<file path="src/rtl/program_counter.sv">
// Program counter: holds the current instruction address, increments each edge,
// or loads a branch target / return address + 1. Optional halt input under PC_HALT_EN.
module program_counter #(
  parameter int               WIDTH       = 16,
  parameter logic [WIDTH-1:0] RESET_VALUE = '0
) (
  input  logic             clk,
  input  logic             rst,
  input  logic [WIDTH-1:0] in,
  input  logic             w,
  input  logic             BRA,
  input  logic             STACK_POP,
`ifdef PC_HALT_EN
  input  logic             halt,
`endif
  output logic [WIDTH-1:0] out
);

  logic [WIDTH-1:0] r_pc;
  logic [WIDTH-1:0] w_next;
  logic             w_hold;

`ifdef PC_HALT_EN
  assign w_hold = halt;
`else
  assign w_hold = 1'b0;
`endif

  // Branch beats pop when both strobes are qualified; sums wrap modulo 2^WIDTH.
  always_comb begin
    w_next = r_pc + WIDTH'(1);
    if (w_hold) begin
      w_next = r_pc;
    end else if (w && BRA) begin
      w_next = in;
    end else if (w && STACK_POP) begin
      w_next = in + WIDTH'(1);
    end
  end

  always_ff @(posedge clk) begin
    if (rst) begin
      r_pc <= RESET_VALUE;
    end else begin
      r_pc <= w_next;
    end
  end

  assign out = r_pc;

endmodule

</file>
<file path="config.mk">
export PLATFORM = sky130hd
export DESIGN_NAME = program_counter
export DESIGN_NICKNAME = d
export VERILOG_FILES = /design/src/rtl/program_counter.sv
export SDC_FILE = /design/constraint.sdc
export NUM_CORES = 1
export LEC_CHECK = 0
export ABC_AREA = 1
export CORE_ASPECT_RATIO = 0.5
export CORE_MARGIN = 2
export CORE_UTILIZATION = 25
export CTS_BUF_LIST = sky130_fd_sc_hd__clkbuf_4
export DETAILED_ROUTE_END_ITERATION = 8
export GPL_TIMING_DRIVEN = 0
export MAX_ROUTING_LAYER = met4
export SYNTH_ARGS = -nofsm -noshare
export SYNTH_HDL_FRONTEND = slang
export SYNTH_SLANG_ARGS = --single-unit
</file>
<file path="constraint.sdc">
create_clock -name clk -period 1.6 [get_ports clk]
set_input_delay 0.32 -clock clk [delete_from_list [all_inputs] [get_ports clk]]
set_output_delay 0.32 -clock clk [all_outputs]
set_load 0.01 [all_outputs]
</file>
==> out/results.tsv <==
metric	value	unit
ff2ff_path_depth	10	
grt_max_degree	11	
tightest_slew	0.558	ns
die_w	111	um
io_pins	37	
final_hold_viol_count	0	
worstPathMaxFanout	3	
crit-reg2reg-launch	out[0]$_SDFF_PP0_	
power_frac_comb	40.4	%
grt_pass1_wl	6420	um
clock_latency	0.31	ns
rows	19	
diodes	0	
cts_hold_buf	0	
max_slew_margin	62.8	%
drtIter0Drc	89	
fin_skew	0.0147	ns
fin_area	2000	um2
cellPowerDensity	592	nW/um2
crit_family	buffers and inverters	
first_global_vias	1350	
hold_end	out[1]$_SDFF_PP0_	
largest_register_ffs	16	
holdPathStages	3	
antenna_found_initial	0	
syn-instance-count	244	
clock_path_buffers	2	
wl	4190	um
nets	313	
p_switching	0.438	mW
dp_worst_setup_slack	-0.763	ns
syn_avg_cell_area	5.84	um2
clock_sinks	16	
slowest_delay	0.54	ns
cts_made_buffers	3	
via_per_inst	4.51	
multi_input_area	917	um2
gr-usage-all-layers	12.9	%
drive_gt1_share	15.5	%
die_height	57.4	um
dieArea	6350	um2
synth-seq-cells	16	
holdWs	0.342	ns
rsz0062_at_grt	false	
cp_slowest_cell	clkdlybuf4s50_1	
regToRegSetupSlack	0.22	ns
io_buffers	36	
drc	0	
switching_share	37.1	%
cp.arrival	1.23	ns
yosys-top-cells-area	dfxtp_1 (22%), nand2_1 (20%), nand3_1 (12%)	
initial_core_util	25.9	%
pwr-share-clk	21.1	%
hp-start	in[1]	
synth_nets	266	
synth_warnings	0	
cts.clk_slew.worst_paths	0.12	ns
finalSetupTns	0	ns
seq_power_share	38.5	%
fillers	604	
wl_per_cell	11.5	um
cts-root-buf	clkbuf_4	
coreArea	5490	um2
path_cells	clkdlybuf4s50_1	
placed_cell_area	1880	um2
drtAntennaViolNets	0	
seqCellArea	320	um2
crit_required	1.28	ns
vdd_drop_max	0.000184	V
gp_congestion	0.890	
p_leak	1.02	nW
num_vias	1637	
end_kind	output pin	
yosysTopAreaCell	dfxtp_1	
critPathKind	register to output pin	
slew_violations	0	
r2r_end	out[13]$_SDFF_PP0_	
fin_crit_sh	96.7	%
fmax	646	MHz
yosysTopAreaCellShare	22.5	%
syn_area	1420	um2
maxCapViolCount	0	
dp_hpwl	3170	um
status	complete, no violations	
timing.final.crit_period	1.55	ns
final.setup.worst_slack	0.0528	ns
cp_num_buf_inv	1	
setup.worst_path.start_class	register	
dr.pass1.iters	4	
hold_class	input port to register	
cts_tree	done	
synth_cell_types	23	
p_int	0.743	mW
yosysSeqAreaShare	22.5	%
setup_viol	0	
grt.overflow.total	0	
cts.htree.levels	1	
synthToLayoutAreaGrowth	40.2	%
-- cell type report --
type,instances,share of cell area [%]
flip-flops and latches,16,16.1
repair buffers,42,20.2
clock buffers,3,1.13
multi-input cells,176,46.0
plain buffers,9,3.82
well taps,73,4.58
clock inverters,1,0.188
inverters,43,8.09
-- Yosys cell counts --
library cell / count
buf_4: 2
ha_1: 1
nand3_1: 34
nand3_2: 2
o21ai_0: 10
a31oi_1: 1
nand3_4: 1
buf_2: 3
nor2_1: 15
o21ai_2: 3
nor2_2: 4
clkbuf_1: 1
nand2_2: 5
nor2_4: 4
dfxtp_1: 16
a21oi_1: 12
nand2_4: 1
o21ai_1: 1
xor2_1: 5
buf_6: 3
inv_1: 43
nand2_1: 75
nand4_1: 2
-- worst max path at each step --
| stage | from | to | slack (ns) | depth (start not counted) |
|---|---|---|---|---|
| after floorplan | STACK_POP | out[14]$_SDFF_PP0_ | 0.08 | 11 |
| after global placement | STACK_POP | out[14]$_SDFF_PP0_ | -0.73 | 12 |
| after detailed placement | STACK_POP | out[6]$_SDFF_PP0_ | -0.76 | 10 |
| after CTS | in[0] | out[10]$_SDFF_PP0_ | 0.008 | 11 |
| after global routing | w | out[10]$_SDFF_PP0_ | 0.004 | 14 |
| final | out[12]$_SDFF_PP0_ | out[12] | 0.05 | 1 |
-- through the flow --
step | util, % | total power [mW] | instances
after floorplan | - | 0.725 | 244
after global placement | 34.2 | 0.903 | 353
after detailed placement | 34.2 | 0.908 | 353
after CTS | 35.2 | 1.17 | 357
after global routing | 36.3 | 1.26 | 363
final | 36.3 | 1.18 | 363
-- per-layer routing --
layer | share of wire (%) | global-route usage, %
met3 | 4.1 | 1.91
met4 | 0.69 | 2.14
met5 | 0 | -
met1 | 52 | 18.3
met2 | 43 | 19.8
-- worst reg2reg max path: stages (launching register included) --
cell and delay, ns:
dfxtp_1 0.35, nand2_1 0.06, nand2_2 0.12, buf_4 0.13
nand3_4 0.11, nor2_4 0.21, nand3_2 0.08, nand2_1 0.06
nand3_1 0.07, nand2_1 0.07, inv_1 0.03
-- cell usage in the layout, fill, tap and decap left out, drive strengths merged, types with 2 or more instances in the layout --
cell type      instances
dlymetal6s2s           4
nor2                  23
nand2                 81
inv                   43
xor2                   5
buf                   12
a21oi                 12
nand3                 37
clkdlybuf4s50         30
clkbuf                 8
o21ai                 14
dfxtp                 16
nand4                  2
-- power groups by stage --
stage	Clock, mW	Sequential [mW]	Combinational, mW
after detailed placement	0	0.464	0.445
final	0.249	0.454	0.477
after global routing	0.275	0.459	0.526
after global placement	0	0.463	0.439
after floorplan	0	0.480	0.245
after CTS	0.255	0.455	0.457
-- logic make-up after synthesis --
| logic type | share of synthesized area [%] |
|---|---|
| buffers and inverters | 16.1 |
| adder cells (fa/ha/maj) | 0.879 |
| AO/OA/AOI/OAI | 10.4 |
| AND/OR/NAND/NOR | 47.1 |
| flip-flops | 22.5 |
| XOR/XNOR | 3.08 |
-- timing repair --
| action | in CTS | in global routing |
|---|---|---|
| pin swaps | 0 | 6 |
| cloned | 0 | 0 |
| endpoints found under the setup margin | 15 | 14 |
| setup buffers | 0 | 6 |
| gates resized for setup | 10 | 13 |
Note: power is estimated with default switching activity, not from simulation.
==> patch: new RTL, same flow settings <==
Add a define of `PC_HALT_EN`.
--- a/src/rtl/program_counter.sv
+++ b/src/rtl/program_counter.sv
@@ -1,5 +1,7 @@
 // Program counter: holds the current instruction address, increments each edge,
 // or loads a branch target / return address + 1. Optional halt input under PC_HALT_EN.
+`define PC_HALT_EN
+
 module program_counter #(
   parameter int               WIDTH       = 16,
   parameter logic [WIDTH-1:0] RESET_VALUE = '0
Interface: changed (added halt); port bits go from 37 to 38. No check against the original RTL was run, so the function may have changed too.
==> patch against the unedited design <==
  * Final area grew 9.9%
  * Register-to-register slack got worse by 80 ps
  * Synthesized area rose by 8.2%
  * Global-route usage rose by 2.4 points
  * Routed wire length is 17% higher
  * Worst hold slack got worse by 18 ps
  * Worst setup slack worse by 23 ps
  * Sequential cell count did not move
  * Power is 1.3% higher
  * Non-clock buffer count up 1
==> patch: results (changes against the unedited design) <==
[logic_synthesis]
synth_top_area_frac = 0.227  ; +0.00169
yosys-top-cells-count = nand2_1 (93), nand3_1 (37), inv_1 (35), dfxtp_1 (16)
syn_area_um2 = 1540  ; +8.2%
syn_inst = 269  ; +10%
synthXorXnorAreaFrac = 0.0227  ; -0.00801
synth_compound_area_frac = 0.134  ; +0.0303
synthTopCellsByArea = nand2_1 (23%), dfxtp_1 (21%), nand3_1 (12%)
ys_types = 25  ; +8.7%

[detailed_routing]
wl_met3_um = 293  ; +69%
avgRoutedWirePerCell_um = 12.5  ; +8.2%
wl_met1_um = 2440  ; +12%
drtIter0Drc = 121  ; +36%
dr_wl_met2_um = 2140  ; +18%

[sta]
clock_skew_ps = 4.68  ; -10.0 ps
slew_headroom = 0.684  ; +0.0560
layout_setup_ws_ps = 29.4  ; -23.4 ps
holdWs_ps = 323  ; -18.1 ps

[place]
placed_area_um2 = 2000  ; +6.5%
place_congestion = 0.902  ; +1.3%
place_worst_setup_slack_ps = -794  ; -30.7 ps
hpwl_um = 3630  ; +14%
dp.cells = 382  ; +8.2%

[finish]
area_growth_pct = 42.4
multi_input_comb_area_um2 = 1120  ; +22%
drive_above_1_share = 0.194  ; +0.0385
n_all_inverters = 35  ; -19%
n_fill_cell = 671  ; +11%
buf_share = 0.225  ; -0.0154
seq_cell_count = 16  ; unchanged
multi_input_cells = 208  ; +18%
buffers = 52  ; +2.0%
clkCellAreaFrac = 0.0120  ; -0.00119

[setup_path]
r2r_start = out[0]$_SDFFE_PP0N_
path_max_fanout = 4  ; +1
r2r_slack_ps = 140  ; -80 ps
arrival_ps = 1250  ; +20 ps
crit_start = out[13]$_SDFFE_PP0N_

[global_routing]
grt_pass1_vias = 1712  ; +27%
use_met2 = 0.235  ; +0.0372
grtUsageMet3 = 0.0317  ; +0.0126
track_usage = 0.152  ; +0.0235
grt_pass1_wl_um = 7990  ; +25%

[power]
p_sw_uw = 465  ; +6.1%
peakVddDrop_mv = 0.187  ; +1.9%
leakage_uw = 0.00107  ; +5.6%

[hold_path]
worstHoldStart = in[5]

[run_status]
status = completed

==> patch: changes by cell type after synthesis, sizes merged <==
cell	delta
a21oi	+4
a22oi	+1
a31oi	+3
clkbuf	+2
inv	-8
nand2	+19
nand3	+2
o211ai	+2
o21ai	+1
xor2	-1
==> patch: power by group through the flow <==
| stage | logic [µW] | clock network [µW] | registers, µW |
|---|---|---|---|
| after floorplan | 255 | 0 | 471 |
| after global placement | 443 | 0 | 460 |
| after detailed placement | 446 | 0 | 461 |
| after CTS | 461 | 264 | 452 |
| after global routing | 543 | 276 | 458 |
| final | 489 | 253 | 453 |
==> patch: path summary, 6_finish.rpt <==
kind,to,cells past startpoint
worst min register to register,out[12]$_SDFFE_PP0N_,2
worst min-delay path,out[5]$_SDFFE_PP0N_,3
worst max-delay path,out[13],1
worst max register to register,out[10]$_SDFFE_PP0N_,10
==> patch: what timing repair did <==
action	CTS	global route
endpoints found under the setup margin	17	23
setup buffers	0	5
cloned	1	0
gates resized for setup	18	37
pin swaps	4	14
endpoints found under the hold margin	0	0
